### src/rtl/multicycle_ctrl.sv
// multicycle_ctrl
// ----------------
// Control FSM for the multicycle ARM datapath (16x32 register file, shared
// ALU, unified memory). Sequences fetch / decode / execute / memory /
// writeback, drives the datapath mux selects and write strobes, and holds
// the NZCV flag register used to evaluate ARM condition codes.
//
// Optional feature macro: MULTICYCLE_CTRL_BL_EN
//   When defined, adds output linkwrite and performs the BL link write
//   (regwrite + linkwrite) in the BRANCH state when funct[4] is set.
//
// Ports:
//   clk        system clock
//   reset      synchronous, active-high reset
//   cond       instr[31:28] condition field
//   op         instr[27:26] instruction class
//   funct      instr[25:20] {I, cmd[3:0], S}
//   rd         instr[15:12] destination register (not used by this FSM)
//   aluflags   NZCV produced by the ALU in the current cycle
//   irwrite    instruction register load
//   pcwrite    PC load
//   regwrite   register-file write enable (we3)
//   memwrite   memory write strobe
//   adrsrc     memory address select: 0 = PC, 1 = ALU result register
//   alusrca    ALU A select: 00 = rd1, 01 = PC
//   alusrcb    ALU B select: 00 = rd2, 01 = imm, 10 = const 4
//   resultsrc  result select: 00 = ALUOut, 01 = Data, 10 = ALU direct
//   alucontrol ALU op: 00 add, 01 sub, 10 and, 11 orr
//   immsrc     immediate extend select (equals op)
//   regsrc     register read address selects
//   state_o    current FSM state (debug)
//   linkwrite  BL link write marker (only with MULTICYCLE_CTRL_BL_EN)

module multicycle_ctrl #(
    parameter logic [3:0] FLAGS_RESET = 4'b0000
) (
    input  logic       clk,
    input  logic       reset,
    input  logic [3:0] cond,
    input  logic [1:0] op,
    input  logic [5:0] funct,
    input  logic [3:0] rd,
    input  logic [3:0] aluflags,
    output logic       irwrite,
    output logic       pcwrite,
    output logic       regwrite,
    output logic       memwrite,
    output logic       adrsrc,
    output logic [1:0] alusrca,
    output logic [1:0] alusrcb,
    output logic [1:0] resultsrc,
    output logic [1:0] alucontrol,
    output logic [1:0] immsrc,
    output logic [1:0] regsrc,
    output logic [3:0] state_o
`ifdef MULTICYCLE_CTRL_BL_EN
    ,
    output logic       linkwrite
`endif
);

    localparam logic [3:0] FETCH  = 4'd0;
    localparam logic [3:0] DECODE = 4'd1;
    localparam logic [3:0] MEMADR = 4'd2;
    localparam logic [3:0] MEMRD  = 4'd3;
    localparam logic [3:0] MEMWB  = 4'd4;
    localparam logic [3:0] MEMWR  = 4'd5;
    localparam logic [3:0] EXECR  = 4'd6;
    localparam logic [3:0] EXECI  = 4'd7;
    localparam logic [3:0] ALUWB  = 4'd8;
    localparam logic [3:0] BRANCH = 4'd9;

    localparam logic [3:0] CMD_AND = 4'b0000;
    localparam logic [3:0] CMD_SUB = 4'b0010;
    localparam logic [3:0] CMD_ADD = 4'b0100;
    localparam logic [3:0] CMD_CMP = 4'b1010;
    localparam logic [3:0] CMD_ORR = 4'b1100;

    logic [3:0] state;
    logic [3:0] next_state;
    logic [3:0] st;         // state used for output decode
    logic [3:0] flags;      // {N, Z, C, V}
    logic       condex;
    logic       flagw;
    logic [3:0] cmd;
    logic       unused_rd;

    assign cmd       = funct[4:1];
    assign unused_rd = ^rd;
    assign state_o   = state;
    assign immsrc    = op;
    assign regsrc    = {op == 2'b01, op == 2'b10};

    // While reset is high the register may still hold anything before the
    // first edge; decode outputs from FETCH so the datapath sees FETCH selects.
    assign st = reset ? FETCH : state;

    // ARM condition evaluation against the stored flags
    always_comb begin
        logic n, z, c, v;
        {n, z, c, v} = flags;
        condex = 1'b0;
        case (cond)
            4'b0000: condex = z;
            4'b0001: condex = ~z;
            4'b0010: condex = c;
            4'b0011: condex = ~c;
            4'b0100: condex = n;
            4'b0101: condex = ~n;
            4'b0110: condex = v;
            4'b0111: condex = ~v;
            4'b1000: condex = c & ~z;
            4'b1001: condex = ~c | z;
            4'b1010: condex = (n == v);
            4'b1011: condex = (n != v);
            4'b1100: condex = ~z & (n == v);
            4'b1101: condex = z | (n != v);
            default: condex = 1'b1;   // AL, and 1111 treated as AL
        endcase
    end

    // Next-state logic
    always_comb begin
        next_state = FETCH;
        case (state)
            FETCH:  next_state = DECODE;
            DECODE: begin
                if (!condex) begin
                    next_state = FETCH;
                end else begin
                    case (op)
                        2'b00:   next_state = funct[5] ? EXECI : EXECR;
                        2'b01:   next_state = MEMADR;
                        2'b10:   next_state = BRANCH;
                        default: next_state = FETCH;
                    endcase
                end
            end
            MEMADR: next_state = funct[0] ? MEMRD : MEMWR;
            MEMRD:  next_state = MEMWB;
            EXECR:  next_state = ALUWB;
            EXECI:  next_state = ALUWB;
            default: next_state = FETCH;
        endcase
    end

    // Output decode
    always_comb begin
        irwrite    = 1'b0;
        pcwrite    = 1'b0;
        regwrite   = 1'b0;
        memwrite   = 1'b0;
        adrsrc     = 1'b0;
        alusrca    = 2'b00;
        alusrcb    = 2'b00;
        resultsrc  = 2'b00;
        alucontrol = 2'b00;
        flagw      = 1'b0;
`ifdef MULTICYCLE_CTRL_BL_EN
        linkwrite  = 1'b0;
`endif
        case (st)
            FETCH: begin
                alusrca   = 2'b01;
                alusrcb   = 2'b10;
                resultsrc = 2'b10;
                irwrite   = 1'b1;
                pcwrite   = 1'b1;
            end
            DECODE: begin
                alusrca   = 2'b01;
                alusrcb   = 2'b10;
                resultsrc = 2'b10;
            end
            MEMADR: alusrcb = 2'b01;
            MEMRD:  adrsrc = 1'b1;
            MEMWB: begin
                resultsrc = 2'b01;
                regwrite  = 1'b1;
            end
            MEMWR: begin
                adrsrc   = 1'b1;
                memwrite = 1'b1;
            end
            EXECR, EXECI: begin
                alusrcb = (st == EXECI) ? 2'b01 : 2'b00;
                case (cmd)
                    CMD_ADD: alucontrol = 2'b00;
                    CMD_SUB: alucontrol = 2'b01;
                    CMD_AND: alucontrol = 2'b10;
                    CMD_ORR: alucontrol = 2'b11;
                    CMD_CMP: alucontrol = 2'b01;
                    default: alucontrol = 2'b00;
                endcase
                flagw = funct[0] | (cmd == CMD_CMP);
            end
            ALUWB: regwrite = (cmd != CMD_CMP);
            BRANCH: begin
                alusrcb   = 2'b01;
                resultsrc = 2'b10;
                pcwrite   = 1'b1;
`ifdef MULTICYCLE_CTRL_BL_EN
                regwrite  = funct[4];
                linkwrite = funct[4];
`endif
            end
            default: ;
        endcase
        if (reset) begin
            irwrite  = 1'b0;
            pcwrite  = 1'b0;
            regwrite = 1'b0;
            memwrite = 1'b0;
`ifdef MULTICYCLE_CTRL_BL_EN
            linkwrite = 1'b0;
`endif
        end
    end

    always_ff @(posedge clk) begin
        if (reset) begin
            state <= FETCH;
            flags <= FLAGS_RESET;
        end else begin
            state <= next_state;
            if (flagw) begin
                flags[3:2] <= aluflags[3:2];
                // C and V are only meaningful for add/sub
                if (!alucontrol[1])
                    flags[1:0] <= aluflags[1:0];
            end
        end
    end

endmodule
### config.mk
export PLATFORM = sky130hd
export DESIGN_NAME = multicycle_ctrl
export DESIGN_NICKNAME = d
export VERILOG_FILES = /design/src/rtl/multicycle_ctrl.sv
export SDC_FILE = /design/constraint.sdc
export NUM_CORES = 1
export LEC_CHECK = 0
export CORE_UTILIZATION = 30
export DETAILED_ROUTE_END_ITERATION = 16
export DONT_BUFFER_PORTS = 1
export RECOVER_POWER = 100
export SYNTH_ARGS = -nofsm -noshare
export SYNTH_HDL_FRONTEND = slang
export SYNTH_SLANG_ARGS = --single-unit
### constraint.sdc
create_clock -name clk -period 2 [get_ports clk]
set_input_delay 0.4 -clock clk [delete_from_list [all_inputs] [get_ports clk]]
set_output_delay 0.4 -clock clk [all_outputs]
set_load 0.01 [all_outputs]
* Yosys cells after proc, flatten, opt, wreduce, memory -nomap -nowiden
Cells that the tools add are included.
** Word-level totals
- Register bits :: 8
- Latch bits :: 0
- RAM bits :: 0
- ROM bits :: 0
- Bits of input ports :: 22
- Output and inout bits :: 21
- Memories kept :: 0
** Operators by class
- $add $sub $neg :: 0
- $mul :: 0
- Divide/modulo/power cells :: 0
- Magnitude comparators :: 0
- Equality and inequality tests :: 35
- Shifts and indexed selects :: 0
- Multiplexer cells :: 23
- Bitwise logic cells :: 10
- Reduce and logical (&&, ||, !) cells :: 14
** Operators with widths (count)
- $eq 4x3->1 const B :: 10
- $eq 4x4->1 const B :: 10
- $eq 4x2->1 const B :: 7
- $pmux 4 s5 :: 1
- $logic_not 4->1 :: 4
- $pmux 1 s14 :: 1
- $reduce_or 2->1 :: 7
- $eq 4x1->1 const B :: 3
- $mux 1 :: 12
- $pmux 2 s3 :: 2
- $pmux 4 s3 :: 1
- $mux 4 :: 2
- $not 1->1 :: 5
- $ne 4x4->1 const B :: 1
- $pmux 2 s2 :: 1
- $mux 3 :: 1
- $or 1x1->1 :: 3
- $reduce_or 3->1 :: 1
- $and 1x1->1 :: 2
- $eq 2x1->1 const B :: 1
- $eq 2x2->1 const B :: 1
- $logic_not 2->1 :: 1
- $mux 2 :: 1
- $pmux 1 s2 :: 1
- 3 further kinds :: 3

* Depth between registers and ports, before layout
Gate-level depths: netlist of run 1.
- Depth in word-level cells :: 6
- Gate-level depth with buffers :: 6
- Mapped depth without buffers :: 5

* Worst setup path after synthesis of run 1
No wires, ideal clock.
- Path kind :: flip-flop to output port
- From :: register state[1] (netlist: state_o[1])
- To :: output port alucontrol[1]
- Arrival time :: 1.449 ns
- Slack :: 0.151 ns
- Cell stages (with the launch flop) :: 4
- Cell sequence :: dfxtp_1 > clkbuf_1 > or3b_1 > nor4_1
** On the way
- Cells in the longest elaborated chain, start to end :: 4
- Elaborated cells between the ends (all ways) :: 5
- Those cells by class :: 2 x eq/ne; 2 x mux; 1 x reduce/logical
** RTL lines
- start: declaration :: RTL line 79 : logic [3:0] state;
- start signal: assignment :: RTL line 225 : state <= next_state;
- $mux 4 (*) :: RTL line 96 : assign st = reset ? FETCH : state;
- $eq 4x3->1 :: RTL line 162 : case (st)
- $reduce_or 2->1 (*) :: RTL line 162
- $mux 2 (*) :: RTL line 162
- end: declaration :: RTL line 52 : output logic [1:0] alucontrol,
Mark *: on every way between the ends. The rest lies on a longest branch, timed or not.

* Final worst setup path of run 1
- From :: register state[3] (netlist: state_o[3])
- To :: output port alucontrol[1]
Same word-level chain as after synthesis.

==> results of run 1 <==
==> critical path, delay by kind of cell (launching register included) <==
kind / cells / cell delay [ps]
DFF: 1 / 300
and+or+nand+nor: 3 / 810
buffers and inverters: 1 / 160
==> cells by family after synthesis <==
kind of cell              Yosys count  synth area share
and+or+nand+nor                    48             0.352
AOI/OAI and AO/OA                  19             0.216
buffers and inverters              14            0.0884
DFF                                 8             0.198
xor gates and xnor gates            6            0.0651
muxes                               6            0.0760
other                               1           0.00465
==> power breakdown <==
part	internal, W	total, W	switching, W
Clock	0.0000685	0.000122	0.0000532
Combinational	0.0000402	0.0000825	0.0000424
Sequential	0.000164	0.000175	0.0000113
Total	0.000273	0.000380	0.000107
==> area by class of cell <==
type,instances,area [sq um]
Clock buffer,3,22.5
Fill cell,282,1650
Inverter,4,15.0
Multi-Input combinational cell,80,587
Sequential cell,8,160
Tap cell,30,37.5
Timing Repair Buffer,5,30.0
==> registers in the layout, summed over array words and instances (netlist names) <==
name	cells
flags	4
state_o	4
==> placed cells by master, fill, tap and decap left out, drive strengths merged, types with 3 or more instances in the layout <==
cell type,count
buf,3
clkbuf,5
dfxtp,8
inv,4
mux2i,5
nand2,6
nand3b,3
nor2,13
nor2b,3
nor3,4
nor4b,3
o21ai,5
or3,3
xnor2,4
==> how the worst max path moves through the flow <==
stage | startpoint | to | slack (ps)
4_1_cts | state_o[3]$_SDFF_PP0_ | alucontrol[1] | 3
3_3_place_gp | state_o[3]$_SDFF_PP0_ | alucontrol[1] | 270
3_5_place_dp | state_o[3]$_SDFF_PP0_ | alucontrol[1] | 200
2_1_floorplan | state_o[1]$_SDFF_PP0_ | alucontrol[1] | 150
6_report | state_o[3]$_SDFF_PP0_ | alucontrol[1] | 70
5_1_grt | state_o[3]$_SDFF_PP0_ | alucontrol[1] | 3
==> synthesized netlist by cell type <==
| cell type | number |
|---|---|
| a21o_1 | 2 |
| nor3b_1 | 1 |
| dfxtp_1 | 8 |
| nand4b_1 | 1 |
| or2_2 | 2 |
| conb_1 | 1 |
| xnor2_1 | 4 |
| o31a_2 | 1 |
| inv_1 | 4 |
| nand3b_1 | 3 |
| nand2_1 | 6 |
| a311o_1 | 1 |
| and3b_2 | 1 |
| nor3_1 | 4 |
| o21ai_0 | 4 |
| o32ai_4 | 1 |
| clkbuf_1 | 5 |
| nor2_1 | 13 |
| mux2_2 | 1 |
| a2111oi_4 | 1 |
| nor4_1 | 2 |
| a21oi_1 | 2 |
| a22oi_1 | 1 |
| nor2b_1 | 3 |
| or3_1 | 3 |
| a32o_1 | 1 |
| or4_1 | 1 |
| and3b_1 | 1 |
| o41ai_1 | 2 |
| o21ai_1 | 1 |
| buf_4 | 5 |
| nand2b_1 | 2 |
| nor4b_2 | 1 |
| xor2_1 | 2 |
| a31oi_1 | 1 |
| o31ai_1 | 1 |
| or3b_1 | 1 |
| mux2i_1 | 5 |
| and4_4 | 1 |
| nor4b_1 | 2 |
==> stage by stage <==
| step | hold WS, ps | instance area, sq um |
|---|---|---|
| final | 216 | 852 |
| after global routing | 205 | 852 |
| after CTS | 210 | 857 |
| after floorplan | 475 | 807 |
| after global placement | 475 | 826 |
| after detailed placement | 478 | 826 |
==> routing by layer <==
layer | vias to the layer above | GRT usage | share of wire
met2 | 25 | 0.249 | 0.53
met5 | - | 0 | 0
met4 | 0 | 0.0526 | 0.017
li1 | 362 | - | -
met1 | 351 | 0.157 | 0.40
met3 | 3 | 0.0339 | 0.055
==> what timing repair did <==
action | CTS | global route
pin swaps | 0 | 1
setup buffers | 0 | 0
hold endpoints to repair | 0 | 0
gates cloned | 0 | 0
resized for setup | 2 | 3
endpoints found under the setup margin | 1 | 2
==> run metrics, run 1 <==
yosys warns 0; Hold Path Depth 1; DRT antenna net count 0; Synth top area share 0.198; CP endpoint kind output pin; reg2reg start flags[3]$_SDFFE_PP0P_; drt drc 0; crit path max-delay cell type or3b_4; Die H 53.9 microns; max incr delay on CP ~440 ps; FF-to-FF End state_o[0]$_SDFF_PP0_; Post-Syn Instances 102; Tmin final 1930 ps; clk_lat worst skew 250 ps; synth top area cells dfxtp_1 (20%), mux2i_1 (6.2%), nor2_1 (6.0%), buf_4 (4.7%), xnor2_1 (4.3%); TritonCTS Buffers 3; area grow syn2layout 5.58%; DR iter-0 viols 11; Clock Sink Count 8; Fin. Hold Viols 0; cts hold-fix bufs 0; Final Util 0.341; Yosys reg bits 8; Seq/Total Area, Yosys 0.198; Routed WL around 1800 microns; Port-buffer cells 0; Routed WL per cell 13.9 microns; Initial Utilization 0.323; pin count of the biggest net entering global routing 15; fin cells 130; initial antenna violation count 0; placed instance count between 100 and 150; clock-pin slew on the worst setup and hold paths 50 ps; Vias 741; critical-path cell list nand2b_4 > or3b_4 > nor4_4 > buf_4; RSZ-0062 raised after global routing no; Yosys cell types 40; Cell Area, Synth 807 sq um; dpl ws 197 ps; CTS tree built; vias per inst 5.70; HP Class input pin to flip-flop; clock root cell clkbuf_4; clk buf depth 2; crit path kind flip-flop to output pin; Overflow after GRT 0; global-route wire length before repair 2940 microns; MaxCap Viol Count 0; Synth area leader dfxtp_1; Worst slew margin 0.625; htree depth 1; Lkg Pwr 0.287 nW; startpoint types flip-flop; Core Region 2500 sq um; Crit path required time 1600 ps; num rows 18; routability cong. 0.806; Overall Power 0.000380 W; Max rail drop VDD 0.269 mV; Syn Area/Cell between 7 and 8 sq um; Initial DRT Pass Iterations 4; Reg2Reg Depth 5; P per Cell Area 446 nW/um^2; Slew Limit Fails 0; r2r setup slk 200 ps; Setup TNS 0 ps; Final Cycle Share 0.966; die width 53.9 microns; n_diodes 0; GRT Overall Usage 0.139; hold path endpoint flags[2]$_SDFFE_PP0P_; vias in the first global route 704; Hold Crit Start reset; outcome completed; # setup viols final 0; worst path arrival time between 1500 and 2000 ps; I/O pins 43; final setup margin 68.1 ps; maximum clock frequency 518 MHz; Worst-Margin Slew 555 ps; critical-path maximum fanout 5; clock skew around 3.8 ps; Die Area 2900 sq um; share of layout cells above drive strength 1 0.180; DP Wirelength 1420 microns; # nets final 124; syn_nets 124
Note: power is estimated with default switching activity, not from simulation.
==> run 2: changes to the inputs <==
Clock period 2 ns to 2.1 ns, I/O delays scaled along.
==> run 2 against run 1 <==
Effect of this change:
- power fell by 4.8%
- clock power fell by 3%
- global-route usage fell by 0.050 points
- largest power group unchanged
- worst hold slack improved by 17 ps
- via count fell by 2.6%
- routed wire length fell by 2.8%
- worst setup slack improved by 51 ps
- die area did not move
- non-clock buffer count fell by 1
- first-iteration DRC count fell by 27%
==> run metrics, run 2 (synthesized netlist as in run 1, its figures left out) <==
outcome completed; global-route wire length before repair around 2900 microns; clk buf depth 2; routability cong. 0.812; clock share of power 0.326; worst path bufs/invs 1; CTS tree built; clk_lat worst skew 260 ps; Final Cell Area 832 sq um; DR iter-0 viols 8; Max rail drop VDD roughly 0.16 mV; Slew Limit Fails 0; MaxCap Viol Count 0; Worst slew margin 0.619; Reg power frac 0.461; clock skew 7.52 ps; drt drc 0; crit-path leading delay family simple AND/OR/NAND/NOR gates; commonest cells after routing, fill and taps aside nor2_1 (13), dfxtp_1 (8), nand2_1 (6); Routed WL approximately 1800 microns; fin cells 129; Die Area 2900 sq um; Gate power share 0.213; critical-path cell list nand2b_1 > or3b_4 > nor4_2 > buf_4; max incr delay on CP 430 ps; HP Class input pin to flip-flop; crit path max-delay cell type or3b_4; n_diodes 0; Initial Utilization 0.323; dpl ws 340 ps; Port-buffer cells 0; clock-pin slew on the worst setup and hold paths 50 ps; TritonCTS Buffers 3; critical-path maximum fanout 5; GRT Overall Usage 0.139; CP endpoint kind output pin; Pint 0.000259 W; # setup viols final 0; Area after DPL 818 sq um; Vias 722; Crit path required time 1680 ps; DRT antenna net count 0; Filler cells 271; Overflow after GRT 0; die width 53.9 microns; maximum clock frequency between 500 and 600 MHz; worst path arrival time 1560 ps; Routed WL per cell 13.6 microns; Tmin final 1980 ps; crit path kind flip-flop to output pin; share of layout cells above drive strength 1 0.172; switching pwr between 0.0001 and 0.00015 W; Fin. Hold Viols 0; Overall Power 0.000362 W; Worst-Margin Slew 571 ps; Die H about 54 microns; Initial DRT Pass Iterations 2; # Post-CTS Setup Buffers 0; Switching Fraction 0.283; cts hold-fix bufs 0; vias in the first global route 665; initial antenna violation count 0; DP Wirelength 1370 microns; final setup margin 120 ps; placed instance count around 130; Core Region ~2500 sq um; num rows 18; Clock Sink Count 8; startpoint types flip-flop; most common cell after layout, fill and taps aside nor2_1; # nets final 123; htree depth 1; I/O pins 43; pin count of the biggest net entering global routing 15; vias per inst 5.60; P per Cell Area 434 nW/um^2; Final Cycle Share 0.943; clock root cell clkbuf_4; Lkg Pwr 0.283 nW; Setup TNS 0 ps; area grow syn2layout 3.10%
## run 2: cell types whose count changed in the layout (fill, tap and decap cells not counted), sizes merged
cell / previous run / this run
clkbuf: 5 / 4
## run 2: what timing repair did
action / 4_1_cts / 5_1_grt
endpoints found under the hold margin: 0 / 0
endpoints found under the setup margin: 0 / 1
resized for setup: 0 / 2
## run 2: worst paths after layout
| check | startpoint | endpoint | slack, ps | cells after the start |
|---|---|---|---|---|
| worst max register to register | flags[3]$_SDFFE_PP0P_ | state_o[0]$_SDFF_PP0_ | 270 | 5 |
| worst min register to register | flags[1]$_SDFFE_PP0P_ | flags[1]$_SDFFE_PP0P_ | 530 | 2 |
| worst max-delay path | state_o[3]$_SDFF_PP0_ | alucontrol[1] | 120 | 4 |
| worst min-delay path | reset | flags[2]$_SDFFE_PP0P_ | 230 | 1 |
## run 2: layer usage
metal  GRT usage  wire [microns]
met1       0.166             734
met2       0.230             902
met3      0.0254              83
met4      0.0789              29
met5           0               0
## run 2: layout make-up
cell class / instances / area (sq um) / area share
repair buffers: 4 / 26.3 / 0.0316
clock buffers: 3 / 22.5 / 0.0271
flip-flops and latches: 8 / 160 / 0.192
well taps: 30 / 37.5 / 0.0451
inverters: 4 / 15.0 / 0.0180
multi-input cells: 80 / 571 / 0.686
## run 2: through the flow
stage / hold slack [ps] / util
floorplan: 475 / -
global placement: 495 / 0.327
detailed placement: 497 / 0.327
CTS: 228 / 0.336
global route: 220 / 0.333
finish: 234 / 0.333
## run 2: worst register-to-register path: cells and delay by family (launching register included)
family             cells  cell delay (ps)
AOI/OAI and AO/OA      3              980
DFF                    1              420
and+or+nand+nor        2              310
## run 2: power groups by stage
stage / logic (W) / registers (W) / clock network (W)
2_1_floorplan: 0.0000895 / 0.000164 / 0
3_3_place_gp: 0.0000797 / 0.000169 / 0
3_5_place_dp: 0.0000810 / 0.000170 / 0
4_1_cts: 0.0000814 / 0.000167 / 0.000121
5_1_grt: 0.0000853 / 0.000167 / 0.000129
6_report: 0.0000769 / 0.000167 / 0.000118
==> run 3: changes to the inputs <==
Settings changed: CTS_BUF_LIST set to sky130_fd_sc_hd__clkbuf_2.
Clock period 2.1 ns to 1.6 ns, I/O delays scaled along.
==> run 3 against run 2 <==
Effect of this change:
- critical endpoint unchanged
- count of clock-buffer cells in the layout did not move
- worst hold slack got worse by 100 ps
- clock power rose by 5%
- combinational power rose by 100%
- the run now ends with setup timing left
- cell count rose by 7.0%
- sequential power rose by 27%
- power rose by 36%
- sequential share of layout area fell by 3.0 points
- via count rose by 7.1%
- worst setup slack got worse by 240 ps
- core utilization rose by 9.5 points
- sequential cell count did not move
==> run metrics, run 3 (synthesized netlist as in run 1, its figures left out) <==
crit path kind flip-flop to output pin; crit path max-delay cell type or3b_4; Gate power share 0.317; num rows 18; pin count of the biggest net entering global routing 15; Switching Fraction 0.326; critical-path cell list nand2b_4 > or3b_4 > nor4_4; worst path arrival time about 1400 ps; global-route wire length before repair 3420 microns; clock skew 1.70 ps; # nets final about 130; crit-path leading delay family simple AND/OR/NAND/NOR gates; share of layout cells above drive strength 1 0.463; r2r setup slk 40 ps; Initial DRT Pass Iterations 4; die width between 50 and 60 microns; startpoint types flip-flop; Vias 773; htree depth 1; RSZ-0062 raised after global routing yes; clk buf depth 2; violated checks setup timing; Filler cells around 250; DRT antenna net count 0; outcome finished, violations left; P per Cell Area 460 nW/um^2; Clock Sink Count 8; final setup margin -122 ps; cts hold-fix bufs 0; DP Wirelength 1480 microns; Die Area 2900 sq um; Overall Power ~0.00049 W; Reg power frac 0.432; Final Cycle Share 1.08; Final Util 0.427; Tmin final 1720 ps; CTS tree built; Max rail drop VDD 0.346 mV; clock share of power 0.252; Fin. Hold Viols 0; maximum clock frequency 581 MHz; MaxCap Viol Count 0; CP endpoint kind output pin; clock-pin slew on the worst setup and hold paths 80 ps; GRT Overall Usage 0.164; clk_lat worst skew ~240 ps; I/O pins 43; Core Region 2500 sq um; DR iter-0 viols 19; Overflow after GRT 0; drt drc 0; vias in the first global route 766; n_diodes 0; Pint 0.000332 W; vias per inst 5.60; Crit path required time ~1300 ps; commonest cells after routing, fill and taps aside nor2_1 (11), nand2_1 (6), buf_4 (6); Port-buffer cells 0; TritonCTS Buffers 3; worst path bufs/invs 0; HP Class input pin to flip-flop; Slew Limit Fails 0; dpl ws 1.79 ps; Lkg Pwr 0.373 nW; Die H 53.9 microns; most common cell after layout, fill and taps aside nor2_1; initial antenna violation count 0; Routed WL 2070 microns; critical path startpoint state_o[3]$_SDFF_PP0_; critical-path maximum fanout 5; switching pwr around 0.00016 W; WHS 133 ps; routability cong. 0.789; reg2reg start flags[2]$_SDFFE_PP0P_; Routed WL per cell 15.0 microns; clock root cell clkbuf_2; Initial Utilization 0.323; Hold Crit Start reset; max incr delay on CP 420 ps; # setup viols final 6; Setup TNS -312 ps; area grow syn2layout 32.4%
-- run 3: worst paths after layout --
kind                           end  cells past startpoint
min reg2reg  flags[1]$_SDFFE_PP0P_                      2
max reg2reg  state_o[0]$_SDFF_PP0_                      5
max                  alucontrol[1]                      3
min          flags[3]$_SDFFE_PP0P_                      1
-- run 3: layout make-up --
class                      instances  area, sq um  area share
tap                               30         37.5      0.0351
timing repair buffer              13          108       0.101
multi-input combinational         80          719       0.673
sequential                         8          174       0.163
inverter                           4         15.0      0.0141
clock buffer                       3         15.0      0.0141
-- run 3: metrics by stage --
stage | cells | area (sq um)
2_1_floorplan | 102 | 828
3_3_place_gp | 132 | 883
3_5_place_dp | 132 | 883
4_1_cts | 137 | 1000
5_1_grt | 138 | 1070
6_report | 138 | 1070
-- run 3: what timing repair did --
item                                    4_1_cts  5_1_grt
setup buffers                                 1        1
gates resized for setup                      20       16
endpoints found under the setup margin       13       13
pin swaps                                     6       10
gates cloned                                  1        0
-- run 3: per-layer routing --
metal | GRT usage | vias to the layer above | wire length (microns)
met5 | 0 | - | 0
met2 | 0.300 | 24 | 1160
met3 | 0.0424 | 2 | 108
met4 | 0.0395 | 0 | 8
met1 | 0.187 | 367 | 791
li1 | - | 380 | -
-- run 3: power groups by stage --
| stage | Sequential [W] | Combinational (W) | Clock [W] |
|---|---|---|---|
| after detailed placement | 0.000217 | 0.000126 | 0 |
| after global placement | 0.000216 | 0.000124 | 0 |
| after floorplan | 0.000215 | 0.000120 | 0 |
| after global routing | 0.000214 | 0.000169 | 0.000132 |
| after CTS | 0.000214 | 0.000149 | 0.000131 |
| final | 0.000212 | 0.000156 | 0.000124 |
